--- src/rtl/led_pkg.sv ---
// led_pkg: shared frame geometry, pixel/buffer types and writer states for the LED panel frame buffer.
package led_pkg;
  localparam int FRAME_W = 128;
  localparam int FRAME_H = 32;
  localparam int ADDR_W = 12;
  typedef struct packed {
    logic [7:0] r;
    logic [7:0] g;
    logic [7:0] b;
  } pixel_t;
  typedef logic [1:0] buf_idx_t;
  typedef enum logic {IDLE, WRITE} fw_state_e;
  localparam logic [3:0] WEA_RGB = 4'b0111;
endpackage

--- src/rtl/buffer_rotator.sv ---
// buffer_rotator: triple-buffer bookkeeping of displayed (D), pending (P) and written (W) buffers.
module buffer_rotator (
  input  logic       clk,
  input  logic       resetn,
  input  logic       frame_sync,
  input  logic       frame_complete,
  output logic [1:0] buffer_sel,
  output logic [1:0] wr_buf
);
  import led_pkg::*;
  buf_idx_t disp, pend, wbuf, disp_sync;
  logic pend_valid, swap;
  // frame_sync is applied before completion, so completion sees the post-swap display index
  always_comb begin
    swap = frame_sync && pend_valid;
    disp_sync = swap ? pend : disp;
  end
  always_ff @(posedge clk or negedge resetn) begin
    if (!resetn) begin
      disp <= 2'd0;
      pend <= 2'd2;
      wbuf <= 2'd1;
      pend_valid <= 1'b0;
    end else begin
      disp <= disp_sync;
      pend <= frame_complete ? wbuf : pend;
      wbuf <= frame_complete ? 2'd3 - disp_sync - wbuf : wbuf;
      pend_valid <= frame_complete || (pend_valid && !swap);
    end
  end
  assign buffer_sel = disp;
  assign wr_buf = wbuf;
endmodule

--- src/rtl/frame_writer.sv ---
// frame_writer: turns a framed RGB888 pixel stream into triple-buffer word writes and owns buffer rotation.
module frame_writer #(
  parameter int WIDTH = led_pkg::FRAME_W,
  parameter int HEIGHT = led_pkg::FRAME_H,
  parameter int ADDR_W = 12
) (
  input  logic              clk,
  input  logic              resetn,
  input  logic [23:0]       s_tdata,
  input  logic              s_tvalid,
  output logic              s_tready,
  input  logic              s_tuser,
  input  logic              s_tlast,
  input  logic              frame_sync,
  output logic [31:0]       din,
  output logic [ADDR_W-1:0] wraddr,
  output logic [3:0]        wea,
  output logic              wr,
  output logic [1:0]        wr_buf,
  output logic [1:0]        buffer_sel,
  output logic              frame_done,
  output logic              err
);
  import led_pkg::*;
  localparam logic [6:0] COL_MAX = 7'(WIDTH - 1);
  localparam logic [4:0] ROW_MAX = 5'(HEIGHT - 1);
  fw_state_e state, state_nx;
  logic [6:0] col, col_nx, wcol;
  logic [4:0] row, row_nx, wrow;
  logic accept, row_end, wr_nx, err_nx, done_nx;
  always_comb begin
    accept = s_tvalid && s_tready;
    row_end = s_tlast || col == COL_MAX;
    state_nx = state;
    col_nx = col;
    row_nx = row;
    wcol = col;
    wrow = row;
    wr_nx = 1'b0;
    err_nx = 1'b0;
    done_nx = 1'b0;
    if (accept && (s_tuser || state == WRITE)) begin
      wr_nx = 1'b1;
      if (s_tuser) begin
        wcol = 7'd0;
        wrow = 5'd0;
        col_nx = 7'd1;
        row_nx = 5'd0;
        state_nx = WRITE;
        err_nx = state == WRITE;
      end else begin
        err_nx = s_tlast != (col == COL_MAX);
        done_nx = row_end && row == ROW_MAX;
        col_nx = row_end ? 7'd0 : col + 7'd1;
        row_nx = !row_end ? row : (row == ROW_MAX ? 5'd0 : row + 5'd1);
        state_nx = done_nx ? IDLE : WRITE;
      end
    end
  end
  always_ff @(posedge clk or negedge resetn) begin
    if (!resetn) begin
      state <= IDLE;
      col <= 7'd0;
      row <= 5'd0;
      s_tready <= 1'b0;
      din <= 32'd0;
      wraddr <= '0;
      wea <= 4'd0;
      wr <= 1'b0;
      frame_done <= 1'b0;
      err <= 1'b0;
    end else begin
      state <= state_nx;
      col <= col_nx;
      row <= row_nx;
      s_tready <= 1'b1;
      din <= wr_nx ? {8'h00, s_tdata} : din;
      wraddr <= wr_nx ? ADDR_W'({wrow, wcol}) : wraddr;
      wea <= wr_nx ? WEA_RGB : 4'd0;
      wr <= wr_nx;
      frame_done <= done_nx;
      err <= err_nx;
    end
  end
  // completion is fed from the registered pulse so the final write still carries the old wr_buf
  buffer_rotator u_rot (
    .clk           (clk),
    .resetn        (resetn),
    .frame_sync    (frame_sync),
    .frame_complete(frame_done),
    .buffer_sel    (buffer_sel),
    .wr_buf        (wr_buf)
  );
endmodule

--- config.mk ---
export PLATFORM = sky130hd
export DESIGN_NAME = frame_writer
export DESIGN_NICKNAME = d
export VERILOG_FILES = /design/src/rtl/led_pkg.sv /design/src/rtl/buffer_rotator.sv /design/src/rtl/frame_writer.sv
export SDC_FILE = /design/constraint.sdc
export NUM_CORES = 1
export LEC_CHECK = 0
export CORE_UTILIZATION = 49
export CTS_CLUSTER_DIAMETER = 200
export DETAILED_ROUTE_END_ITERATION = 10
export GPL_TIMING_DRIVEN = 0
export PLACE_DENSITY = 0.94
export SYNTH_ARGS = -nofsm -noshare
export SYNTH_HDL_FRONTEND = slang
export SYNTH_SLANG_ARGS = --single-unit
--- constraint.sdc ---
create_clock -name clk -period 2.45 [get_ports clk]
set_input_delay 0.49 -clock clk [delete_from_list [all_inputs] [get_ports clk]]
set_output_delay 0.49 -clock clk [all_outputs]
set_load 0.005 [all_outputs]
==> results.json <==
{
  "grt_pass1_wl_um": 8618,
  "gp_congestion": 0.7933,
  "crit_family": "simple AND/OR/NAND/NOR gates",
  "slew_viol_final": 0,
  "first_iter_violations": 95,
  "fillCellCount": 349,
  "drtPass1Iterations": 5,
  "grt.total_usage": 0.2163,
  "total_power_mw": 2.538,
  "regArea_mm2": 0.001504,
  "status": "complete, no violations",
  "worst_ep_required_time_ps": 2710,
  "max_freq_ghz": 0.5077,
  "insertion_delay_ps": 340,
  "r2r-end": "row[0]",
  "routedWlPerCell_um": 13.13,
  "path_buf_inv": 1,
  "r2r_slack_ps": 480,
  "rsz0062_at_grt": "false",
  "grt_max_degree": 33,
  "final_util": 0.7505,
  "cts_tree": "done",
  "yosysSeqAreaShare": 0.5962,
  "syn_area_per_cell_um2": 10.30,
  "max_stage_delay_ps": 440,
  "area_delta_synth_final_pct": 44.25,
  "cts_hold_buf": 0,
  "cp-end-kind": "flop",
  "path_max_fanout": 8,
  "rows": 25,
  "hpwl_um": 3817,
  "clk_pin_slew_ps": 70,
  "r2r_start": "col[0]",
  "fin_cells": 412,
  "routed-via-count": 2000,
  "report.final.hold_viol_count": 0,
  "cts.sinks": 60,
  "cp_slowest_cell": "dfrtp_1",
  "yosys_warnings": 0,
  "die_w_um": 73.75,
  "hp-class": "in -> async",
  "synth_edf_count": 0,
  "critPathArrivalTime_ps": 2230,
  "core_mm2": 0.004848,
  "viasPerCell": 4.854,
  "holdWs_ps": 200.7,
  "crit_chain": "ha_1 -> nand2_1 -> nor2_1 -> nand2_1 -> ha_1 -> nor2b_1 -> o21ba_2 -> buf_2 -> nand2_1 -> o21ai_0",
  "synth_area_mm2": 0.002522,
  "wl_um": 5409,
  "multiInputGateArea_um2": 882.1,
  "start_kind": "flop",
  "cp_common_cell": "nand2_1",
  "power.density_mw_per_mm2": 697.6,
  "die_h_um": 73.75,
  "antenna_found_initial": 0,
  "final_nets": 375,
  "io_buffers": 75,
  "synth-seq-cells": 60,
  "dp_cells": 396,
  "p_leak_nw": 1.805,
  "finalCritPeriodShare": 0.8039,
  "antenna_cells": 0,
  "grt-ovfl-total": 0,
  "place_ws_ps": 349.5,
  "root_buffer": "clkbuf_8",
  "crit_type": "reg -> reg",
  "synthCells": 245,
  "worst_slew_pin_slew_ps": 719.4,
  "setup_viol": 0,
  "slew-limit-headroom": 0.5204,
  "antenna_left": 0,
  "first_global_vias": 1916,
  "synth_flop_cell": "dfrtp_1",
  "async_flop_share": 1.000,
  "io_pins": 86,
  "fin_skew_ps": 5.882,
  "cts_buffer_depth": 2,
  "die_area_mm2": 0.005439,
  "initial_core_util": 0.5203,
  "rr_worst_depth": 10,
  "fin_crit_ps": 1970,
  "setup_ws_ps": 480.3,
  "cts_resized": 0,
  "route.detailed.drc": 0,
  "max-cap-violations": 0,
  "cts_setup_buffers": 0,
  "ir_drop_uv": 449.4,
  "drive_gt1_frac": 0.1391,
  "numCtsBuffers": 9,
  "synth_cell_types": 31,
  "cts-htree-levels": 3
}
## power by group
| part | switching [mW] | internal (mW) | total, mW |
|---|---|---|---|
| Combinational | 0.147 | 0.220 | 0.367 |
| Sequential | 0.0622 | 1.07 | 1.14 |
| Clock | 0.378 | 0.656 | 1.03 |
| Total | 0.587 | 1.95 | 2.54 |
## kinds of logic after synthesis
family	count (synthesis)	share of synthesized area
simple gates	113	0.1825
flops	60	0.5962
buf+inv	28	0.06597
compound gates	25	0.08085
xor+xnor	6	0.02083
mux	6	0.02579
fa+ha+maj	5	0.02480
other cells	2	0.002977
## cells in the mapped netlist (2+ instances only)
library cell,instances,area (um2)
buf_2,7,35.03
dfrtp_1,58,1451
inv_1,6,22.52
conb_1,2,7.510
dfstp_2,2,52.55
nand2b_1,2,12.51
mux2i_1,2,20.02
nand3_1,5,25.02
xnor2_1,2,17.52
and3_1,2,12.51
nand2_1,88,330.3
buf_4,14,105.1
xor2_1,4,35.03
a21oi_1,2,10.01
a22o_1,12,105.1
nor2_1,8,30.03
o21ai_0,5,25.02
mux2_2,4,45.04
ha_1,5,62.56
nand4_1,2,12.51
nor3_1,3,15.01
## state kept, by name, indices dropped and copies added, names as in the netlist, 2 cells and up
register and cells:
col 7, u_rot.wr_buf 2, u_rot.buffer_sel 2, wraddr 12, row 5, u_rot.pend 2
din 24
## per-layer routing
metal / GRT usage / share of wire / up-vias
met5: 0 / 0 / -
met4: 0.09829 / 0.015 / 0
met3: 0.04527 / 0.040 / 10
met2: 0.3639 / 0.52 / 60
met1: 0.2675 / 0.43 / 962
li1: - / - / 968
## cell type report
type | instances | area share
clock inverter | 3 | 0.01857
tap | 67 | 0.02304
clock buffer | 13 | 0.04642
inverter | 7 | 0.007221
multi-input combinational | 165 | 0.2424
sequential | 60 | 0.4133
timing repair buffer | 76 | 0.2105
buffer | 21 | 0.03851
## through the flow
step	area, um2	setup TNS, ps
global placement	3387	-52430
CTS	3638	0
detailed placement	3402	0
floorplan	2552	0
finish	3638	0
global route	3638	0
## cell usage in the layout (no fill, tap or decap), types with 2 or more instances in the layout
| cell type | synthesis | routed |
|---|---|---|
| clkdlybuf4s50_1 | 0 | 74 |
| nand2b_1 | 2 | 2 |
| dfstp_2 | 2 | 2 |
| xnor2_1 | 2 | 2 |
| a22o_1 | 12 | 12 |
| xor2_1 | 4 | 4 |
| a21oi_1 | 2 | 2 |
| and3_1 | 2 | 2 |
| nand4_1 | 2 | 2 |
| mux2_2 | 4 | 4 |
| mux2i_1 | 2 | 2 |
| bufinv_16 | 0 | 2 |
| inv_1 | 6 | 6 |
| buf_2 | 7 | 8 |
| buf_4 | 14 | 14 |
| dfrtp_1 | 58 | 58 |
| nor2_1 | 8 | 8 |
| nand3_1 | 5 | 5 |
| nand2_1 | 88 | 88 |
| conb_1 | 2 | 10 |
| o21ai_0 | 5 | 5 |
| nor3_1 | 3 | 3 |
| clkbuf_8 | 0 | 12 |
| ha_1 | 5 | 5 |
## worst register-to-register path, stage by stage (launching register included)
cell and delay, ps:
dfrtp_1 440, ha_1 240, nand2_1 80, nor2_1 90
nand2_1 80, ha_1 230, nor2b_1 170, o21ba_2 140
buf_2 190, nand2_1 80, o21ai_0 150
## how the worst max path moves through the flow
stage,from,endpoint,cells after the start
2_1_floorplan,col[0],row[2],10
3_3_place_gp,resetn,din[19],1
3_5_place_dp,frame_sync,u_rot.wr_buf[1],7
4_1_cts,col[0],row[0],10
5_1_grt,col[0],row[0],10
6_report,col[0],row[0],10
No activity file was read; power rests on OpenSTA's default activity.
